$ cat src/rtl/data_mem_arbiter.sv
// Round-robin arbiter with a burst limit that shares the single-port data RAM
// between the MIPS core data port (0) and the debug/loader port (1).
module data_mem_arbiter #(
  parameter int DATA_WIDTH = 32,
  parameter int ADDR_WIDTH = 32,
  parameter int MAX_BURST  = 4
) (
  input  logic                  Clk,
  input  logic                  Rst,
  input  logic                  Req0,
  input  logic                  We0,
  input  logic [ADDR_WIDTH-1:0] Addr0,
  input  logic [DATA_WIDTH-1:0] WData0,
  output logic                  Ack0,
  output logic [DATA_WIDTH-1:0] RData0,
  input  logic                  Req1,
  input  logic                  We1,
  input  logic [ADDR_WIDTH-1:0] Addr1,
  input  logic [DATA_WIDTH-1:0] WData1,
  output logic                  Ack1,
  output logic [DATA_WIDTH-1:0] RData1,
  output logic                  Mem_WE,
  output logic [ADDR_WIDTH-1:0] Mem_A,
  output logic [DATA_WIDTH-1:0] Mem_WD,
  input  logic [DATA_WIDTH-1:0] Mem_RD,
  output logic [1:0]            Grant,
  output logic                  Busy
);

  localparam int CW = $clog2(MAX_BURST + 1);
  localparam logic [CW-1:0] BURST_MAX = CW'(MAX_BURST);

  typedef enum logic [1:0] {IDLE, ACCESS, RESP} state_t;

  state_t        state;
  logic          owner;
  logic          last_owner;
  logic          idle_gap;
  logic [CW-1:0] burst_cnt;
  logic          win;
  logic [CW-1:0] next_cnt;

  // A zero burst count only exists straight after reset, so the tie then goes
  // to the port after last_owner, which is port 0.
  always_comb begin
    win = 1'b0;
    if (Req0 && Req1) begin
      if ((burst_cnt != '0) && (burst_cnt < BURST_MAX))
        win = last_owner;
      else
        win = ~last_owner;
    end else if (Req1) begin
      win = 1'b1;
    end
  end

  always_comb begin
    next_cnt = CW'(1);
    if ((win == last_owner) && !idle_gap && (burst_cnt != '0)) begin
      if (burst_cnt < BURST_MAX)
        next_cnt = burst_cnt + CW'(1);
      else
        next_cnt = burst_cnt;
    end
  end

  // The Mem_* registers double as the latched operands of the granted access.
  always_ff @(posedge Clk) begin
    if (!Rst) begin
      state      <= IDLE;
      owner      <= 1'b0;
      last_owner <= 1'b1;
      idle_gap   <= 1'b0;
      burst_cnt  <= '0;
      Grant      <= 2'b00;
      Ack0       <= 1'b0;
      Ack1       <= 1'b0;
      RData0     <= '0;
      RData1     <= '0;
      Mem_WE     <= 1'b0;
      Mem_A      <= '0;
      Mem_WD     <= '0;
    end else begin
      case (state)
        IDLE: begin
          if (Req0 || Req1) begin
            state     <= ACCESS;
            owner     <= win;
            Grant     <= win ? 2'b10 : 2'b01;
            Mem_WE    <= win ? We1 : We0;
            Mem_A     <= win ? Addr1 : Addr0;
            Mem_WD    <= win ? WData1 : WData0;
            burst_cnt <= next_cnt;
            idle_gap  <= 1'b0;
          end else begin
            idle_gap  <= 1'b1;
          end
        end
        ACCESS: begin
          state  <= RESP;
          Mem_WE <= 1'b0;
          Mem_A  <= '0;
          Mem_WD <= '0;
          if (owner) begin
            RData1 <= Mem_RD;
            Ack1   <= 1'b1;
          end else begin
            RData0 <= Mem_RD;
            Ack0   <= 1'b1;
          end
        end
        RESP: begin
          state      <= IDLE;
          Ack0       <= 1'b0;
          Ack1       <= 1'b0;
          Grant      <= 2'b00;
          last_owner <= owner;
        end
        default: begin
          state <= IDLE;
        end
      endcase
    end
  end

  assign Busy = (state != IDLE);

endmodule

$ cat config.mk
export PLATFORM = sky130hd
export DESIGN_NAME = data_mem_arbiter
export DESIGN_NICKNAME = d
export VERILOG_FILES = /design/src/rtl/data_mem_arbiter.sv
export SDC_FILE = /design/constraint.sdc
export NUM_CORES = 1
export LEC_CHECK = 0
export BUFFER_PORTS_ARGS = -buffer_cell sky130_fd_sc_hd__buf_4
export CELL_PAD_IN_SITES_DETAIL_PLACEMENT = 1
export CELL_PAD_IN_SITES_GLOBAL_PLACEMENT = 1
export CORE_UTILIZATION = 30
export DETAILED_ROUTE_END_ITERATION = 8
export MAX_ROUTING_LAYER = met4
export PLACE_DENSITY_LB_ADDON = 0.1
export SLEW_MARGIN = 20
export SYNTH_ARGS = -nofsm -noshare
export SYNTH_HDL_FRONTEND = slang
export SYNTH_SLANG_ARGS = --single-unit
$ cat constraint.sdc
create_clock -name Clk -period 2.4 [get_ports Clk]
set_input_delay 0.36 -clock Clk [delete_from_list [all_inputs] [get_ports Clk]]
set_output_delay 0.36 -clock Clk [all_outputs]
set_load 0.01 [all_outputs]
==> results of run 1 <==
kinds of logic (layout without fill, tap and decap cells):
group / count (synthesis) / after routing / synth area share, %
buffers and inverters: 58 / 350 / 6.36
AND/OR/NAND/NOR: 222 / 222 / 16.1
flip-flops: 141 / 141 / 48.1
multiplexers: 2 / 2 / 0.341
AO/OA/AOI/OAI: 202 / 202 / 28.7
adder cells (fa/ha/maj): 2 / 2 / 0.427
placed cells by master, fill, tap and decap left out, drive strengths merged, types with 2 or more instances in the layout:
master    count
bufinv        4
and3         10
clkinv        5
inv          11
clkbuf       17
dfxtp       141
a21oi       123
or3           2
nor2b         2
nand2       187
a221o        10
ha            2
a211oi        2
clkinvlp      3
mux2i         2
a22oi        55
nor3          5
nand3         2
buf         310
nor2         10
cell type report:
| type | count | area, sq um | share of cell area (%) |
|---|---|---|---|
| Tap cell | 260 | 325 | 3.67 |
| Clock buffer | 17 | 425 | 4.80 |
| Clock inverter | 14 | 193 | 2.17 |
| Sequential cell | 141 | 2820 | 31.9 |
| Multi-Input combinational cell | 428 | 2680 | 30.3 |
| Inverter | 9 | 36.3 | 0.409 |
| Timing Repair Buffer | 310 | 2380 | 26.8 |
state kept, by name, summed over array words and instances, names as in the netlist, 2 cells and up:
signal / cells
Mem_A: 32
Mem_WD: 32
RData0: 32
RData1: 32
burst_cnt: 3
Grant: 2
state: 2
synth_stat cells (2+ instances only):
library cell / count / share of area [%]
a211oi_1: 2 / 0.26
a21oi_1: 74 / 6.3
a21oi_2: 49 / 7.3
a221o_1: 10 / 1.7
a22oi_1: 6 / 0.77
a22oi_2: 49 / 10
and3_1: 10 / 1.1
buf_12: 5 / 1.7
buf_2: 5 / 0.43
buf_4: 10 / 1.3
buf_6: 4 / 0.77
clkbuf_1: 24 / 1.5
dfxtp_1: 141 / 48
ha_1: 2 / 0.43
inv_1: 6 / 0.38
inv_2: 3 / 0.19
mux2i_1: 2 / 0.34
nand2_1: 187 / 12
nand3_1: 2 / 0.17
nor2_1: 8 / 0.51
nor2b_1: 2 / 0.21
nor3_1: 3 / 0.26
nor3_2: 2 / 0.34
or3_1: 2 / 0.21
worst max-delay path by stage:
stage / slack, ps / start / end / depth (start not counted)
3_3_place_gp: 390 / burst_cnt[0] / Mem_WD[31] / 7
5_1_grt: 120 / burst_cnt[0] / Mem_WD[0] / 7
6_report: 290 / burst_cnt[0] / Mem_WD[0] / 7
2_1_floorplan: 590 / burst_cnt[0] / Grant[0] / 8
4_1_cts: 300 / burst_cnt[0] / Mem_WD[0] / 7
3_5_place_dp: 290 / burst_cnt[0] / Mem_WD[0] / 7
report_power, final:
group	switching, W	internal (W)
clock	0.00105	0.00174
sequential	0.000119	0.00251
combinational	0.000619	0.000608
metrics by stage:
step           total power [W]  setup WS, ps  area, sq um  cells
6_report               0.00664           294         8860   1179
3_3_place_gp           0.00388           388         8240   1148
3_5_place_dp           0.00392           292         8240   1148
5_1_grt                0.00693           120         8860   1179
2_1_floorplan          0.00333           588         5860    627
4_1_cts                0.00673           304         8860   1179
metal layers:
layer | up-vias | global-route usage [%]
li1 | 2724 | -
met1 | 2748 | 22.6
met2 | 174 | 36.5
met3 | 19 | 5.91
met4 | 0 | 5.32
met5 | - | -
==> summary.txt, run 1 <==
Hold Path Sink -> Mem_A[1]
Max H-tree Level -> 4
hold path startpoint -> Addr0[1]
CTS Sinks -> 141
Die ar. -> 20100 sq um
Synth Area per Inst -> 9.35 sq um
first-pass GRT wire length -> 31.4 mm
Post-synth EDFFs -> 0
library cells used by synthesis -> 43
antenna viol nets, final -> 0
routed vias -> 5665
R2R Setup Slk -> 290 ps
final core occ -> 46.8%
layout cell share with drive strength beyond 1 -> 49.4%
WP data arrival -> 2450 ps
worst path required time -> 2750 ps
Rel. slew slack -> 67.4%
Period minus WS final -> 2110 ps
status -> finished, final reports clean
Area Growth Syn to Fin -> 51.1%
static leakage -> 3.71 nW
synthesized area -> 5860 sq um
post-synthesis net count -> 795
WS Path Type -> reg -> reg
RSZ-0062 raised after global routing -> false
PwrDens -> 749 nW/um^2
reg-to-reg startpoint -> burst_cnt[0]
TritonCTS clock tree -> built
drt total wl -> 20.1 mm
DRT iter0 DRCs -> 208
Hold Path Class -> in -> reg
Worst-Margin Slew -> 489 ps
hold slack -> 174 ps
post-CTS setup buffer count -> 0
Post-Route Setup TNS -> 0 ps
WL per Instance -> 17.1 um
GRT overflow -> 0
detailed placement HPWL -> 14.5 mm
clock slew at reported path FFs -> 60 ps
Slew Viols, Final -> 0
worst skew pair latency -> 420 ps
Ports -> 300
CP peak stage delay -> 380 ps
# port buffers -> 299
core area -> 19000 sq um
CTS buffer count -> 17
sequential element share of the synthesized area -> 48.1%
Layout fillers -> 2226
final hold vios -> 0
hold depth -> 2
met2 routed WL -> 10.4 mm
largest net degree at the start of global routing -> 65
Metal-1 WL -> 8.24 mm
worst path bufs/invs -> 2
Resized cells post-CTS -> 0
initial antenna violation count -> 0
number of global-route vias before repair -> 6121
Die W -> 142 um
Max Fclk -> 475 MHz
crit-path leading delay family -> compound AO/OA/AOI/OAI gates
post-synthesis register bit count -> 141
final setup vio count -> 0
total track usage -> 20.6%
main flop type after synthesis -> dfxtp_1
Antenna Cells -> 0
drt pass-1 iters -> 4
slowest CP cell -> dfxtp_1
Crit. End Element -> flop
CP startpoint kind -> flop
Final Wtd Congestion -> 0.823
crit-path max FO -> 64
Max Cap Violations -> 0
ys async rst share -> 0%
clock tree buffer depth -> 2
Peak supply drop -> 461 uV
post-route clock skew -> 14.6 ps
drt via density -> 4.80
nets@finish -> 1075
critical path, cell by cell -> inv_1 > ha_1 > o211a_1 > nor4_4 > buf_12 > a22oi_1 > a21oi_1
RR Endpoint -> Mem_WD[0]
WL met3 -> 1.24 mm
initial core utilization -> 30.9%
Rows -> 50
synth warn -> 0
Root Buffer -> clkbuf_16
Post-Synthesis Cells -> 627
# hold bufs at CTS -> 0
DRC Markers -> 0
r2r worst-path depth -> 7
Die Ht -> 142 um
Final Cycle Share -> 87.8%
top routing layer used -> met4
Note: power is estimated with default switching activity, not from simulation.
==> inputs of run 2 (changes only) <==
--- a/config.mk
+++ b/config.mk
@@ -12,6 +12,7 @@
 export DETAILED_ROUTE_END_ITERATION = 8
 export MAX_ROUTING_LAYER = met4
 export PLACE_DENSITY_LB_ADDON = 0.1
+export RECOVER_POWER = 50
 export SLEW_MARGIN = 20
 export SYNTH_ARGS = -nofsm -noshare
 export SYNTH_HDL_FRONTEND = slang
==> summary.txt, run 2 (synthesis results as in run 1) <==
Metal-1 WL -> 8.26 mm
Post-Route Setup TNS -> 0 ps
slowest CP cell -> dfxtp_1
WL met3 -> 1.25 mm
Ports -> 300
# port buffers -> 299
crit-path leading delay family -> simple AND/OR/NAND/NOR gates
Worst-Margin Slew -> 484 ps
worst path required time -> 2740 ps
static leakage -> 3.16 nW
Hold Path Class -> in -> reg
largest net degree at the start of global routing -> 65
most frequent cells in the layout -> 187 x nand2_1, 175 x buf_4, 141 x dfxtp_1
Slew Viols, Final -> 0
Antenna Cells -> 0
WL per Instance -> 17.1 um
final hold vios -> 0
Max H-tree Level -> 4
drt pass-1 iters -> 4
Resized cells post-CTS -> 0
hold slack -> 175 ps
drt via density -> 4.80
worst path bufs/invs -> 2
Rel. slew slack -> 67.7%
drt total wl -> 20.2 mm
CP startpoint kind -> flop
worst skew pair latency -> 420 ps
critical path, cell by cell -> nor2_1 > inv_1 > nor4_4 > buf_12 > a22oi_1 > a21oi_1
GRT overflow -> 0
Final Cycle Share -> 88.4%
detailed placement HPWL -> 14.5 mm
clock slew at reported path FFs -> 60 ps
WS Path Type -> reg -> reg
Peak supply drop -> 459 uV
Max Fclk -> 472 MHz
Rows -> 50
layout cell share with drive strength beyond 1 -> 34.8%
Die Ht -> 142 um
clock tree buffer depth -> 2
Final Non-Filler Cells -> 1179
Crit. End Element -> flop
post-route clock skew -> 15.2 ps
initial core utilization -> 30.9%
initial antenna violation count -> 0
# hold bufs at CTS -> 0
commonest non-fill, non-tap cell in the layout -> nand2_1
TritonCTS clock tree -> built
met2 routed WL -> 10.4 mm
WP data arrival -> 2460 ps
PwrDens -> 779 nW/um^2
DRC Markers -> 0
total track usage -> 20.6%
status -> finished, final reports clean
RSZ-0062 raised after global routing -> false
antenna viol nets, final -> 0
core area -> 19000 sq um
Die ar. -> 20100 sq um
Die W -> 142 um
Period minus WS final -> 2120 ps
placed cells -> 1148
Final Wtd Congestion -> 0.823
DRT iter0 DRCs -> 242
CP peak stage delay -> 440 ps
Max Cap Violations -> 0
Root Buffer -> clkbuf_16
routed vias -> 5655
number of global-route vias before repair -> 6121
CTS buffer count -> 17
crit-path max FO -> 64
final setup vio count -> 0
post-CTS setup buffer count -> 0
first-pass GRT wire length -> 31.4 mm
CTS Sinks -> 141
Area Growth Syn to Fin -> 42.6%
nets@finish -> 1075
top routing layer used -> met4
run 2: worst register-to-register path, delay by kind of cell (launching register included):
kind,cells,cell delay (ps)
buf+inv,2,570
compound gates,2,390
simple gates,2,660
flops,1,440
run 2: path summary, 6_finish.rpt:
| check | start | to | slack (ps) | depth (start not counted) |
|---|---|---|---|---|
| worst max register to register | state[1] | Mem_WD[0] | 280 | 6 |
| worst min-delay path | Addr0[1] | Mem_A[1] | 170 | 2 |
| worst max-delay path | state[1] | Mem_WD[0] | 280 | 6 |
| worst min register to register | RData0[18] | RData0[18] | 450 | 2 |
run 2: stage by stage:
step / setup WS [ps] / area, sq um / utilization (%) / power, W
after floorplan: 588 / 5860 / - / 0.00333
after global placement: 388 / 8240 / 43.5 / 0.00388
after detailed placement: 292 / 8240 / 43.5 / 0.00392
after CTS: 304 / 8860 / 46.8 / 0.00673
after global routing: 98.5 / 8360 / 44.1 / 0.00681
final: 280 / 8360 / 44.1 / 0.00652
run 2: layout make-up:
type / instances / area [sq um]
Timing Repair Buffer: 310 / 1890
Clock inverter: 14 / 193
Inverter: 9 / 36.3
Sequential cell: 141 / 2820
Clock buffer: 17 / 425
Multi-Input combinational cell: 428 / 2680
Tap cell: 260 / 325
Fill cell: 2293 / 10600
run 2: metal layers:
layer	track usage (%)	vias up
li1	-	2727
met1	22.6	2734
met2	36.5	173
met3	5.91	21
met4	5.32	0
met5	-	-
run 2: power by group:
part           switching [W]  leakage (nW)  internal (W)
clock network        0.00105         0.295       0.00174
logic               0.000618          1.71      0.000491
registers           0.000115          1.15       0.00251
==> inputs of run 3 (changes only) <==
--- a/config.mk
+++ b/config.mk
@@ -11,7 +11,7 @@
 export CORE_UTILIZATION = 30
 export DETAILED_ROUTE_END_ITERATION = 8
 export MAX_ROUTING_LAYER = met4
-export PLACE_DENSITY_LB_ADDON = 0.1
+export PLACE_DENSITY = 0.86
 export RECOVER_POWER = 50
 export SLEW_MARGIN = 20
 export SYNTH_ARGS = -nofsm -noshare
==> summary.txt, run 3 (synthesis results as in run 1) <==
status -> finished, final reports clean
drt via density -> 4.81
final setup vio count -> 0
# port buffers -> 299
CP startpoint kind -> flop
Rel. slew slack -> 60.8%
Area Growth Syn to Fin -> 40.6%
Pwr Total -> 0.00606 W
clock tree buffer depth -> 2
RSZ-0062 raised after global routing -> false
drt pass-1 iters -> 4
worst setup margin -> 232 ps
post-CTS setup buffer count -> 0
Hold Path Class -> in -> reg
crit-path max FO -> 55
CTS Sinks -> 141
Placement Setup Slack -> 270 ps
initial core utilization -> 30.9%
WS Path Type -> reg -> reg
hold slack -> 170 ps
detailed placement HPWL -> 14.8 mm
Root Buffer -> clkbuf_16
Peak supply drop -> 429 uV
CP peak stage delay -> 470 ps
initial antenna violation count -> 0
Die W -> 142 um
total track usage -> 21.0%
Die ar. -> 20100 sq um
Max H-tree Level -> 4
Hold Path Sink -> Mem_WD[3]
DRT iter0 DRCs -> 185
clock slew at reported path FFs -> 60 ps
critical path, cell by cell -> inv_1 > ha_1 > nor4b_4 > o311a_2 > buf_4 > nand2_1 > a21oi_2
commonest non-fill, non-tap cell in the layout -> nand2_1
RR Endpoint -> Mem_A[21]
static leakage -> 3.12 nW
hold path startpoint -> WData0[3]
post-route clock skew -> 9.91 ps
WL per Instance -> 17.4 um
CTS buffer count -> 17
GRT overflow -> 0
first-pass GRT wire length -> 31.4 mm
slowest CP cell -> buf_4
R2R Setup Slk -> 230 ps
most frequent cells in the layout -> 187 x nand2_1, 176 x buf_4, 141 x dfxtp_1
core area -> 19000 sq um
Layout fillers -> 2319
Antenna Cells -> 0
Crit. End Element -> flop
final hold vios -> 0
drt total wl -> 20.5 mm
DRC Markers -> 0
r2r worst-path depth -> 7
worst skew pair latency -> 410 ps
Period minus WS final -> 2170 ps
number of global-route vias before repair -> 5947
Final Cycle Share -> 90.4%
Final Wtd Congestion -> 0.797
nets@finish -> 1076
Slew Viols, Final -> 0
TritonCTS clock tree -> built
reg-to-reg startpoint -> burst_cnt[0]
Worst-Margin Slew -> 588 ps
largest net degree at the start of global routing -> 70
antenna viol nets, final -> 0
hold depth -> 2
Max Fclk -> 461 MHz
worst path required time -> 2740 ps
Max Cap Violations -> 0
WP data arrival -> 2510 ps
Rows -> 50
PwrDens -> 735 nW/um^2
routed vias -> 5668
DP Area -> 8240 sq um
layout cell share with drive strength beyond 1 -> 34.5%
Final Instance Area -> 8250 sq um
# hold bufs at CTS -> 0
Ports -> 300
Post-Route Setup TNS -> 0 ps
Resized cells post-CTS -> 0
Die Ht -> 142 um
==> run 3: cell count changes in the layout (fill, tap and decap cells not counted), sizes merged <==
| cell | previous run | this run |
|---|---|---|
| clkinvlp | 3 | 2 |
| bufinv | 4 | 0 |
| inv | 11 | 9 |
| clkinv | 5 | 6 |
| clkbuf | 148 | 154 |
==> run 3: worst max-delay path, delay by kind of cell (launching register included) <==
kind                       cells  cell delay, ps
AOI/OAI and AO/OA              2             370
adders and majority gates      1             240
buffers and inverters          2             530
DFF                            1             380
and+or+nand+nor                2             560
==> run 3: metal layers <==
metal | track usage [%] | routed length (um)
met5 | - | 0
met1 | 24.3 | 8560
met3 | 3.68 | 804
met4 | 10.6 | 818
met2 | 34.9 | 10300
==> run 3: report_power, final <==
part / internal, W / total (W) / switching [W]
combinational: 0.000487 / 0.00112 / 0.000631
sequential: 0.00251 / 0.00262 / 0.000109
clock: 0.00135 / 0.00232 / 0.000972
total: 0.00435 / 0.00606 / 0.00171
==> run 3: worst max-delay path by stage <==
| stage | endpoint | start | slack [ps] | cells past startpoint |
|---|---|---|---|---|
| floorplan | Grant[0] | burst_cnt[0] | 590 | 8 |
| global placement | Mem_A[0] | burst_cnt[0] | 360 | 7 |
| detailed placement | Mem_WD[11] | burst_cnt[0] | 270 | 7 |
| CTS | Mem_A[21] | burst_cnt[0] | 220 | 7 |
| global route | Mem_A[5] | burst_cnt[0] | 60 | 7 |
| finish | Mem_A[21] | burst_cnt[0] | 230 | 7 |
==> run 3: layout make-up <==
type	count	area [sq um]	area share, %
timing repair buffer	311	1880	22.8
sequential	141	2820	34.2
tap	260	325	3.95
clock buffer	22	464	5.63
inverter	9	36.3	0.440
multi-input combinational	428	2680	32.4
clock inverter	8	45.0	0.546
==> run 3: metrics by stage <==
| stage | util, % | instances |
|---|---|---|
| after floorplan | - | 627 |
| after global placement | 43.5 | 1149 |
| after detailed placement | 43.5 | 1149 |
| after CTS | 46.2 | 1179 |
| after global routing | 43.5 | 1179 |
| final | 43.5 | 1179 |
